## config.mk

```make
export PLATFORM = sky130hd
export DESIGN_NAME = down_counter_ctrl
export DESIGN_NICKNAME = d
export VERILOG_FILES = /design/src/rtl/down_counter_ctrl.sv
export SDC_FILE = /design/constraint.sdc
export NUM_CORES = 1
export LEC_CHECK = 0
export CAP_MARGIN = 25
export CORE_ASPECT_RATIO = 0.9
export CORE_MARGIN = 5
export CORE_UTILIZATION = 30
export DETAILED_ROUTE_END_ITERATION = 6
export PLACE_DENSITY_LB_ADDON = 0.25
export SKIP_CTS_REPAIR_TIMING = 1
export SYNTH_ARGS = -nofsm -noshare
export SYNTH_HDL_FRONTEND = slang
export SYNTH_SLANG_ARGS = --single-unit
```

## constraint.sdc

```tcl
create_clock -name clk -period 2.1 [get_ports clk]
set_input_delay 0.315 -clock clk [delete_from_list [all_inputs] [get_ports clk]]
set_output_delay 0.315 -clock clk [all_outputs]
set_load 0.02 [all_outputs]
```

## src/rtl/down_counter_ctrl.sv

```systemverilog
// -----------------------------------------------------------------------------
// down_counter_ctrl
//
// Purpose:
//   Loadable down-counter with a start/pause/abort control FSM. After a start
//   is accepted, count decrements once every PRESCALE clock cycles until it
//   reaches zero. The FSM then spends one cycle in DONE, where done is high.
//
// Parameters:
//   WIDTH    - width of load_val and count, in bits (default 4)
//   PRESCALE - clk cycles per decrement tick, 1..255 (default 1)
//
// Optional feature:
//   AUTO_RELOAD_EN - when defined, adds input auto_reload. With auto_reload
//                    high in DONE, the counter reloads load_val and runs again.
//
// Ports:
//   clk         in   rising-edge clock
//   reset       in   synchronous, active-low reset
//   auto_reload in   restart from DONE (present only with AUTO_RELOAD_EN)
//   load_val    in   start value, sampled when start is accepted in IDLE
//   start       in   begin a countdown; has an effect only in IDLE
//   pause       in   level-sensitive hold while counting
//   abort       in   cancel the countdown; the highest-priority control
//   count       out  registered counter value
//   busy        out  high in RUN and PAUSE
//   paused      out  high in PAUSE
//   done        out  high for the single cycle the FSM is in DONE
//   state_dbg   out  raw FSM state, for debug and checkers
//
// Handshake: there is no valid/ready pairing. start is a request that is
//   accepted on any rising edge where the FSM is in IDLE and is silently
//   dropped otherwise. pause and abort are levels sampled on every edge.
// -----------------------------------------------------------------------------
module down_counter_ctrl #(
    parameter int WIDTH    = 4,
    parameter int PRESCALE = 1
) (
    input  logic             clk,
    input  logic             reset,
`ifdef AUTO_RELOAD_EN
    input  logic             auto_reload,
`endif
    input  logic [WIDTH-1:0] load_val,
    input  logic             start,
    input  logic             pause,
    input  logic             abort,
    output logic [WIDTH-1:0] count,
    output logic             busy,
    output logic             paused,
    output logic             done,
    output logic [1:0]       state_dbg
);

    typedef enum logic [1:0] {
        ST_IDLE  = 2'd0,
        ST_RUN   = 2'd1,
        ST_PAUSE = 2'd2,
        ST_DONE  = 2'd3
    } state_t;

    localparam logic [7:0]       PRESC_LAST = 8'(PRESCALE - 1);
    localparam logic [WIDTH-1:0] CNT_ZERO   = '0;
    localparam logic [WIDTH-1:0] CNT_ONE    = WIDTH'(1);

    state_t           state_q, state_d;
    logic [WIDTH-1:0] count_q, count_d;
    logic [7:0]       presc_q, presc_d;

    // Result of one counting cycle (prescaler advance, possibly a tick).
    logic             tick;
    logic             step_finish;
    logic [7:0]       step_presc;
    logic [WIDTH-1:0] step_count;

    logic             reload_req;

    always_comb begin
        tick        = (presc_q == PRESC_LAST);
        step_presc  = tick ? 8'd0 : presc_q + 8'd1;
        // count is never 0 while counting; the <= guard keeps it from wrapping.
        step_finish = tick && (count_q <= CNT_ONE);
        step_count  = count_q;
        if (tick) begin
            step_count = step_finish ? CNT_ZERO : count_q - CNT_ONE;
        end
    end

`ifdef AUTO_RELOAD_EN
    assign reload_req = auto_reload;
`else
    assign reload_req = 1'b0;
`endif

    always_comb begin
        state_d = state_q;
        count_d = count_q;
        presc_d = presc_q;

        unique case (state_q)
            ST_IDLE: begin
                if (start) begin
                    count_d = load_val;
                    presc_d = 8'd0;
                    state_d = (load_val == CNT_ZERO) ? ST_DONE : ST_RUN;
                end
            end

            ST_RUN: begin
                if (abort) begin
                    state_d = ST_IDLE;
                    count_d = CNT_ZERO;
                    presc_d = 8'd0;
                end else if (pause) begin
                    // Frozen: the tick that would fire this cycle is dropped.
                    state_d = ST_PAUSE;
                end else begin
                    count_d = step_count;
                    presc_d = step_presc;
                    state_d = step_finish ? ST_DONE : ST_RUN;
                end
            end

            ST_PAUSE: begin
                if (abort) begin
                    state_d = ST_IDLE;
                    count_d = CNT_ZERO;
                    presc_d = 8'd0;
                end else if (!pause) begin
                    // The release cycle is already a counting cycle, so the
                    // countdown slips by exactly the number of cycles pause
                    // was sampled high. A tick here can finish the count.
                    count_d = step_count;
                    presc_d = step_presc;
                    state_d = step_finish ? ST_DONE : ST_RUN;
                end
            end

            ST_DONE: begin
                state_d = ST_IDLE;
                if (abort) begin
                    count_d = CNT_ZERO;
                    presc_d = 8'd0;
                end else if (reload_req) begin
                    count_d = load_val;
                    presc_d = 8'd0;
                    state_d = (load_val == CNT_ZERO) ? ST_IDLE : ST_RUN;
                end
            end

            default: begin
                state_d = ST_IDLE;
            end
        endcase
    end

    always_ff @(posedge clk) begin
        if (!reset) begin
            state_q <= ST_IDLE;
            count_q <= CNT_ZERO;
            presc_q <= 8'd0;
        end else begin
            state_q <= state_d;
            count_q <= count_d;
            presc_q <= presc_d;
        end
    end

    assign count     = count_q;
    assign busy      = (state_q == ST_RUN) || (state_q == ST_PAUSE);
    assign paused    = (state_q == ST_PAUSE);
    assign done      = (state_q == ST_DONE);
    assign state_dbg = state_q;

endmodule

```

==> flow_summary.ini, run 1 <==
[pwr]
power_density_nw_per_um2 = 844
irDropWorstVdd_mv = 0.374
power.leakage_uw = 0.000520

[drt]
dr.pass1.iters = 4
viasPerCell = 5.04
drt_wl_total_mm = 2.36
avgRoutedWirePerCell_um = 13.4
vias = 887
drc = 0
final_antenna_net_count = 0
drt_iter0_drc = 20

[finish]
layout-drive-gt1-share_pct = 16.4
final_util_pct = 41.4
num_antenna_cells = 0
areaGrowthSynthToFinish_pct = 32.9
fin_nets = 152
num-fill-cells = 323

[timing]
setup_viol = 0
clock-skew-final_ps = 4.06
layout_setup_ws_ps = 175
period_share_pct = 91.7
grt_setup_unrepaired = no
max_freq_ghz = 0.519
tightest_slew_ps = 425
drv_slew = 0
hold_viol = 0
finalSetupTns_ps = 0
post-route-min-period_ps = 1920
slew_headroom_pct = 71.5

[grt]
grt_use_total_pct = 11.1
antenna_found_initial = 0
grt_remaining_overflow = 0
grt_max_degree = 12
grt_pass1_wl_mm = 4.07
grt_pass1_vias = 910

[die]
dieArea_um2 = 4420
pin_count = 18
core_um2 = 3070
dieHeight_um = 63.6
die_x_um = 69.5
num_rows = 19
start_util_pct = 31.2

[yosys]
syn-num-nets = 125
synth_area_um2 = 956
ys_warn_count = 0
netlist_instances = 108
synth-seq-area-share_pct = 29.3
synth.distinct_cells = 36
synth.avg_cell_area_um2 = 8.85
ys_seq_elements = 14

[setup_path]
path_delay_family = buffers and inverters
start_kind = flop
cp_slowest_cell = clkdlybuf4s50_1
timing.rr.start = presc_q[0]
cp_num_buf_inv = 2
critical_path_arrival_ps = 1610
cp_data_required_time_ps = 1780
max_stage_delay_ps = 640
path_cells = inv_1 -> ha_1 -> clkdlybuf4s50_1
crit_type = reg2out
cp_max_fo = 5
crit_path_start = state_dbg[0]
end_kind = output port

[worst_hold_path]
hp-class = reg2reg
hold_start = presc_q[5]

[clock_network]
h-tree-depth = 1
clock_path_buffers = 2
clock_latency_ps = 280
numCtsBuffers = 3
cts-root-buf = clkbuf_4
clock-sinks = 14
path_clk_slew_ps = 90
cts_tree = done

[run]
drv_cap = 0

[placed_design]
routabilityCongestion = 0.830
portBuffers = 17
pre_cts_slack_ps = 148
place_hpwl_mm = 1.83

[outcome]
outcome = finished, final reports clean
[layout by cell type, fill, tap and decap left out, types with 2 or more instances in the layout]
cell,instances
clkdlybuf4s50_1,16
nor2_1,14
dfxtp_1,14
ha_1,8
inv_1,7
buf_4,7
nand2b_1,5
a21oi_1,5
xor2_1,5
nand2_1,4
o211ai_1,4
a211o_1,3
nor2b_1,3
o221a_2,3
and3_1,3
clkbuf_4,3
and3_2,2
o21ai_1,2
o2111ai_1,2
or4_1,2
o21ai_0,2
a32o_1,2
[state kept, by name, summed over array words and instances (netlist names)]
signal     count
count          4
presc_q        8
state_dbg      2
[final timing paths]
check / slack, ps / to / cells after the start
max: 180 / paused / 3
min: 540 / presc_q[5] / 2
max reg2reg: 180 / state_dbg[1] / 6
min reg2reg: 540 / presc_q[5] / 2
[cell type report]
cell class | instances | area (um2) | area share, %
tap | 42 | 52.6 | 4.14
sequential | 14 | 280 | 22.1
clock buffer | 4 | 36.3 | 2.86
inverter | 7 | 26.3 | 2.07
timing repair buffer | 24 | 225 | 17.7
multi-input combinational | 85 | 649 | 51.1
[cell usage after synthesis (all sizes together)]
library cell	instances	area (um2)
o41ai	1	8.76
o211ai	4	30.0
and3b	1	10.0
nor4	1	6.26
or3	1	6.26
and3	5	33.8
and2	1	6.26
and4	1	10.0
mux2i	1	10.0
a21oi	6	33.8
dfxtp	14	280
a311o	1	10.0
a211o	3	26.3
nand2	4	15.0
o221a	4	45.0
xor2	5	43.8
o2111ai	3	32.5
ha	8	100
inv	7	26.3
o21ai	4	20.0
nor2	14	52.6
or4	2	15.0
xnor2	1	8.76
o31ai	1	7.51
nor3	1	10.0
clkbuf	2	7.51
nand2b	5	31.3
a31oi	1	6.26
a32o	2	20.0
nor2b	3	18.8
nor4b	1	23.8
[cells by family after synthesis]
group | Yosys count | synth area share, %
compound gates | 30 | 25.1
fa+ha+maj | 8 | 10.5
buf+inv | 9 | 3.53
xor+xnor | 6 | 5.50
simple gates | 40 | 25.0
flops | 14 | 29.3
mux | 1 | 1.05
[metal layers]
| layer | up-vias | part of all wire, % | GRT usage, % | wire length, um |
|---|---|---|---|---|
| met4 | 0 | 1.2 | 2.93 | 29 |
| met5 | - | 0 | 0 | 0 |
| li1 | 454 | - | - | - |
| met2 | 21 | 46 | 18.2 | 1090 |
| met1 | 408 | 50 | 14.5 | 1170 |
| met3 | 4 | 3.0 | 2.54 | 70 |
[tightest hold or removal path, cell delays in order, from the launching register on]
cell and delay, ps:
dfxtp_1 360, o31ai_1 80, a21oi_1 60
[per-stage QoR]
stage / hold slack (ps) / cell area, um2 / cells / total power, uW
after global routing: 577 / 1270 / 176 / 1140
final: 543 / 1270 / 176 / 1070
after global placement: 516 / 1230 / 172 / 874
after CTS: 551 / 1270 / 176 / 1080
after detailed placement: 533 / 1230 / 172 / 878
after floorplan: 453 / 963 / 108 / 677
[power breakdown]
part	internal [uW]	switching, uW
Combinational	252	285
Sequential	299	36.6
Clock	105	93.8
Power figures use the tool's default switching activity.
==> run 2, diff against run 1 <==
--- a/config.mk
+++ b/config.mk
@@ -8,7 +8,8 @@
 export CAP_MARGIN = 25
 export CORE_ASPECT_RATIO = 0.9
 export CORE_MARGIN = 5
-export CORE_UTILIZATION = 30
+export CORE_UTILIZATION = 50
+export CTS_CLUSTER_DIAMETER = 50
 export DETAILED_ROUTE_END_ITERATION = 6
 export PLACE_DENSITY_LB_ADDON = 0.25
 export SKIP_CTS_REPAIR_TIMING = 1
==> run 2 against run 1 <==
Compared with the run above: sequential share of layout area grew 0.72 points; combinational power shrank 3.9%; critical path type is now reg2reg; clock skew shrank 0.59 ps; register-to-register slack lost 60 ps; utilization grew 24 points; setup slack lost 57 ps; critical endpoint is now presc_q[5]; highest routed layer unchanged; clock power shrank 3%; final area shrank 3.2%; total power shrank 2.3%; maximum frequency shrank 2.9%; via count grew 1.9%; die area shrank 35%.
==> flow_summary.ini, run 2 (synthesis results as in run 1) <==
[outcome]
outcome = finished, final reports clean

[pwr]
power_uw = 1050
power_density_nw_per_um2 = 852
irDropWorstVdd_mv = 0.580
power.leakage_uw = 0.000505

[drt]
drt_iter0_drc = 25
dr.pass1.iters = 5
drc = 0
vias = 904
drt_wl_total_mm = 2.27
avgRoutedWirePerCell_um = 14.6
final_antenna_net_count = 0
viasPerCell = 5.79

[finish]
ff_latch_area_um2 = 280
final_util_pct = 65.5
layout-drive-gt1-share_pct = 15.3
largest_reg_flops = 8
areaGrowthSynthToFinish_pct = 28.7
largest-register = presc_q
final_common_cell = clkdlybuf4s50_1
final_cell_mix = clkdlybuf4s50_1, nor2_1, dfxtp_1
multi_input_area_um2 = 653
num_antenna_cells = 0
num-fill-cells = 169
layoutNonFillerInstCount = 156
fin_nets = 149

[placed_design]
routabilityCongestion = 0.799
dp_cells = 152
portBuffers = 17
place_hpwl_mm = 1.72

[grt]
grt_max_degree = 12
grt_pass1_vias = 844
antenna_found_initial = 0
grt_remaining_overflow = 0
grt_pass1_wl_mm = 3.71
grt_use_total_pct = 16.2

[clock_network]
clock_path_buffers = 2
h-tree-depth = 1
clock_latency_ps = 270
clock-sinks = 14
path_clk_slew_ps = 90
cts-root-buf = clkbuf_4
cts_tree = done
numCtsBuffers = 3

[timing]
period_share_pct = 94.4
drv_slew = 0
clock-skew-final_ps = 3.47
slew_headroom_pct = 71.9
max_freq_ghz = 0.505
setup_viol = 0
hold_viol = 0
grt_setup_unrepaired = no
tightest_slew_ps = 418
hold_slack_ps = 529
post-route-min-period_ps = 1980

[die]
dieArea_um2 = 2890
core_um2 = 1880
start_util_pct = 50.9
pin_count = 18
die_x_um = 56.1
num_rows = 15
dieHeight_um = 51.5

[setup_path]
cp_data_required_time_ps = 2310
cp_max_fo = 8
critical_path_arrival_ps = 2190
start_kind = flop
crit_path_start = state_dbg[0]
end_kind = flop
r2r_cells = 6
cp-endpoint = presc_q[5]
rrSetupSlack_ps = 120
crit_type = reg2reg
timing.rr.start = state_dbg[0]
reg2reg_to = presc_q[5]

[run]
drv_cap = 0

[worst_hold_path]
hp-class = reg2reg
==> run 2: worst max-delay path, stage by stage, from the launching register on <==
cell	delay (ps)
dfxtp_1	420
inv_1	90
ha_1	360
a21oi_4	240
o211ai_1	140
or4_1	520
a21oi_1	140
==> run 2: area by class of cell <==
class	instances	share of cell area, %
clock buffers	4	2.95
multi-input cells	85	53.1
inverters	7	2.14
flip-flops and latches	14	22.8
repair buffers	21	16.5
well taps	25	2.54
==> run 2: where the power goes <==
group,switching [uW],internal [uW]
clock,87.5,105
combinational,275,241
sequential,40.3,299
==> run 2: how the worst min path moves through the flow <==
stage	from	slack (ps)	cells after the start	end
floorplan	reset	450	2	state_dbg[1]
global placement	presc_q[5]	510	2	presc_q[5]
detailed placement	presc_q[5]	520	2	presc_q[5]
CTS	presc_q[5]	540	2	presc_q[5]
global route	presc_q[5]	570	2	presc_q[5]
finish	presc_q[5]	530	2	presc_q[5]
==> run 2: through the flow <==
| stage | instance area [um2] | TNS (ps) | worst slack (ps) |
|---|---|---|---|
| floorplan | 963 | 0 | 53.8 |
| CTS | 1220 | -10.3 | -10.3 |
| global placement | 1190 | 0 | 205 |
| global route | 1230 | 0 | 6.47 |
| detailed placement | 1190 | 0 | 147 |
| finish | 1230 | 0 | 119 |
==> run 2: layer usage <==
metal / share of wire (%) / global-route usage (%) / up-vias
li1: - / - / 448
met1: 47 / 20.9 / 421
met2: 47 / 26.8 / 31
met3: 5.0 / 3.03 / 4
met4: 1.3 / 6.32 / 0
met5: 0 / 0 / -
==> run 3, diff against run 2 <==
--- a/config.mk
+++ b/config.mk
@@ -11,7 +11,7 @@
 export CORE_UTILIZATION = 50
 export CTS_CLUSTER_DIAMETER = 50
 export DETAILED_ROUTE_END_ITERATION = 6
-export PLACE_DENSITY_LB_ADDON = 0.25
+export PLACE_DENSITY = 0.83
 export SKIP_CTS_REPAIR_TIMING = 1
 export SYNTH_ARGS = -nofsm -noshare
 export SYNTH_HDL_FRONTEND = slang
==> run 3 against run 2 <==
Compared with the run above: final area up 0.71%; final cell count up 1.3%; critical endpoint unchanged; die area unchanged; first-iteration DRC count down 16%; count of clock-buffer cells in the layout down 1; wire length up 5.3%; largest cell class unchanged; non-clock buffer count up 3; sequential power about the same; via count up 2.2%; sequential share of layout area down 0.16 points; clock skew about the same.
==> flow_summary.ini, run 3 (synthesis results as in run 1) <==
[drt]
avgRoutedWirePerCell_um = 15.1
vias = 924
drt_wl_total_mm = 2.39
drc = 0
drt_iter0_drc = 21
dr.pass1.iters = 4
final_antenna_net_count = 0
viasPerCell = 5.85

[setup_path]
end_kind = flop
critical_path_arrival_ps = 2170
r2r_cells = 6
rrSetupSlack_ps = 150
crit_type = reg2reg
cp_max_fo = 5
start_kind = flop
reg2reg_to = presc_q[5]
timing.rr.start = state_dbg[0]
cp_data_required_time_ps = 2320

[die]
start_util_pct = 50.9
core_um2 = 1880
pin_count = 18
dieHeight_um = 51.5
dieArea_um2 = 2890
die_x_um = 56.1
num_rows = 15

[grt]
grt_use_total_pct = 17.8
grt_remaining_overflow = 0
grt_max_degree = 12
grt_pass1_vias = 894
antenna_found_initial = 0
grt_pass1_wl_mm = 4.03

[clock_network]
clock-sinks = 14
path_clk_slew_ps = 90
clock_latency_ps = 280
h-tree-depth = 1
clock_path_buffers = 2
cts-root-buf = clkbuf_4
cts_tree = done
numCtsBuffers = 3

[placed_design]
routabilityCongestion = 0.844
dp_cells = 153
portBuffers = 17
placed_area_um2 = 1190
place_hpwl_mm = 1.80

[finish]
largest-register = presc_q
final_cell_mix = clkdlybuf4s50_1, nor2_1, dfxtp_1
largest_reg_flops = 8
num_antenna_cells = 0
final_util_pct = 66.0
layoutNonFillerInstCount = 158
areaGrowthSynthToFinish_pct = 29.6
fin_nets = 152
fin_area_um2 = 1240
final_common_cell = clkdlybuf4s50_1
layout-drive-gt1-share_pct = 16.5

[timing]
max_freq_ghz = 0.512
period_share_pct = 92.9
drv_slew = 0
post-route-min-period_ps = 1950
hold_viol = 0
hold_slack_ps = 534
setup_viol = 0
tightest_slew_ps = 410
slew_headroom_pct = 72.5
clock-skew-final_ps = 3.62

[worst_hold_path]
min_to = presc_q[5]
hp-class = reg2reg
holdPathStages = 2
hold_start = presc_q[5]

[pwr]
power_density_nw_per_um2 = 847
irDropWorstVdd_mv = 0.507
power.leakage_uw = 0.000511

[outcome]
outcome = finished, final reports clean

[run]
drv_cap = 0
run 3: critical path, stage by stage (launching register included):
cell,delay [ps]
dfxtp_1,410
inv_1,90
ha_1,360
a21oi_4,220
o211ai_1,130
or4_1,520
a21oi_1,150
run 3: worst max path at each step:
stage	depth (start not counted)	to	slack (ps)	startpoint
global placement	5	count[1]	130	abort
CTS	3	busy	-7	state_dbg[1]
floorplan	6	presc_q[5]	50	state_dbg[0]
finish	6	presc_q[5]	150	state_dbg[0]
detailed placement	6	presc_q[5]	130	state_dbg[0]
global route	6	state_dbg[1]	-0.6	presc_q[0]
run 3: routing by layer:
metal	GRT usage, %	vias to the layer above	wire length [um]
li1	-	455	-
met1	23.7	433	1070
met5	0	-	0
met2	27.4	30	1150
met4	9.09	0	38
met3	3.28	6	129
run 3: layout make-up:
| cell class | instances | area (um2) |
|---|---|---|
| inverter | 7 | 26.3 |
| fill | 160 | 638 |
| tap | 25 | 31.3 |
| sequential | 14 | 280 |
| timing repair buffer | 24 | 225 |
| clock buffer | 3 | 22.5 |
| multi-input combinational | 85 | 653 |
run 3: power breakdown:
part	switching [uW]	leakage (uW)	internal [uW]
registers	41.5	0.000114	299
clock network	86.7	0.0000138	66.4
logic	295	0.000383	261
total	423	0.000511	626
run 3: metrics by stage:
stage               TNS, ps  power [uW]  worst slack, ps
floorplan                 0         677             53.8
global placement          0         859              132
detailed placement        0         870              126
CTS                   -7.33        1030            -7.33
global route         -0.609        1120           -0.609
finish                    0        1050              148
==> variant (config.mk and constraints of run 2) <==
Reset style: asynchronous (`reset`), changed in one clocked block. Comments in the files are not updated.
--- a/src/rtl/down_counter_ctrl.sv
+++ b/src/rtl/down_counter_ctrl.sv
@@ -155,5 +155,5 @@
     end
 
-    always_ff @(posedge clk) begin
+    always_ff @(posedge clk or negedge reset) begin
         if (!reset) begin
             state_q <= ST_IDLE;
Formal check against the unedited RTL: differs if reset is asserted again (counterexample within 4 cycles, from zero or initial values and one cycle with reset low); with reset held inactive, the same outputs for 10 cycles.
==> variant against run 2 <==
Largest power group unchanged. Worst hold slack lost 0.11 ns. Largest cell class unchanged. Synthesized area increased by 5.1%. Combinational power increased by 72%. Cell count decreased by 3.8%. Final area is the same. First-iteration DRC count is 48% lower. Worst setup slack worse by 0.037 ns. Routed wire length decreased by 1.3%. Sequential cell count stayed put. Total power up 39%.
==> variant: results (changes against run 2) <==
* Distinct cells, synth at 43 (+19%)
* Vias in the first global route at 868 (+2.8%)
* Synth async-reset ratio at 100% (+100 points)
* Synth Area in Compound Gates at 21.7% (-3.5 points)
* Pin count of the biggest net entering global routing at 15 (+3)
* Slew HR at 57.6% (-14 points)
* Net Count, Synth at 123 (-1.6%)
* Delay-heaviest family, CP: simple AND/OR/NAND/NOR gates
* Sequential-to-total area share from yosys stat at 34.9% (+5.5 points)
* Tot GR Track Use at 16.7% (+0.45 points)
* Setup Skew at 0.00731 ns (+0.00384 ns)
* Max VDD drop at 997 uV (+72%)
* Met2 GRT Util at 28.3% (+1.5 points)
* Critical path peak fanout at 11 (+3)
* First-iteration detailed-routing DRC count at 13 (-48%)
* Worst Hold Class: in -> async
* DR WL/cell at 14.9 um (+2.6%)
* Post-Place Cells at 145 (-4.6%)
* Routability cong. at 0.835 (+4.6%)
* Leakage at 0.513 nW (+1.6%)
* Met1 usage at 20.7% (-0.27 points)
* DP HPWL at 1650 um (-3.9%)
* Synth cell count leaders: 14 x dfrtp_1, 10 x inv_1, 9 x nor2_1
* Share of post-route cells with drive strength above 1 at 14.4% (-0.87 points)
* First-pass GRT wire length at 3820 um (+3.0%)
* Fillcell total at 166 (-1.8%)
* Slowest stage delay, CP at 0.55 ns (+0.03 ns)
* Status: complete, no violations
* Worst EP arrival at 2.22 ns (+0.03 ns)
variant: changes by cell type in the layout (fill, tap and decap cells not counted), moves of 3 or more:
cell             run 2  this run
a211o_1              3         0
a22oi_1              0         3
dfrtp_1              0        13
dfxtp_1             14         0
inv_1                7        10
nand2b_1             5         2
nor2_1              14         9
o221a_2              3         0
o31ai_1              1         4
variant: area by class of cell:
type                       instances  area [sq um]  share of cell area [%]
clock buffer                       4          36.3                    2.95
inverter                          10          37.5                    3.05
multi-input combinational         78           586                    47.6
sequential                        14           352                    28.6
tap                               25          31.3                    2.54
timing repair buffer              19           188                    15.3
variant: stage by stage:
| stage | worst slack, ns | setup TNS [ns] | cell area, sq um | hold slack, ns | total power, mW |
|---|---|---|---|---|---|
| floorplan | 0.0194 | 0 | 1010 | 0.0194 | 0.993 |
| global placement | 0.154 | 0 | 1180 | 0.546 | 1.23 |
| detailed placement | 0.0625 | 0 | 1180 | 0.556 | 1.24 |
| CTS | -0.0140 | -0.0140 | 1210 | 0.427 | 1.45 |
| global route | 0.00737 | 0 | 1230 | 0.481 | 1.56 |
| finish | 0.0817 | 0 | 1230 | 0.417 | 1.46 |
variant: worst register-to-register path, delay by kind of cell, from the launching register on:
family	cells	cell delay, ns
buffers and inverters	1	0.07
DFF	1	0.41
and+or+nand+nor	1	0.55
adders and majority gates	1	0.37
AOI/OAI and AO/OA	3	0.54
variant: power by group through the flow:
| stage | Clock, mW | Combinational [mW] | Sequential (mW) |
|---|---|---|---|
| after floorplan | 0 | 0.559 | 0.434 |
| after global placement | 0 | 0.845 | 0.387 |
| after detailed placement | 0 | 0.850 | 0.388 |
| after CTS | 0.205 | 0.859 | 0.381 |
| after global routing | 0.215 | 0.963 | 0.386 |
| final | 0.196 | 0.887 | 0.377 |
variant: final timing paths:
path / endpoint / slack (ns)
worst max-delay path: presc_q[7]$_DFFE_PN0P_ / 0.08
max in group asynchronous: state_dbg[0]$_DFFE_PN0P_ / 1.24
worst max register to register: presc_q[7]$_DFFE_PN0P_ / 0.08
worst min register to register: state_dbg[0]$_DFFE_PN0P_ / 0.57
min in group clk: state_dbg[0]$_DFFE_PN0P_ / 0.57
worst min-delay path: count[3]$_DFFE_PN0P_ / 0.42
variant: per-layer routing:
layer	part of all wire [%]	routed length, um
met3	4.3	97
met2	47	1050
met1	48	1070
met5	0	0
met4	1.0	23
variant: cells by family after synthesis:
logic type | count (synthesis)
AO/OA/AOI/OAI | 30
XOR/XNOR | 3
adder cells (fa/ha/maj) | 8
buffers and inverters | 14
flip-flops | 14
multiplexers | 2
AND/OR/NAND/NOR | 35
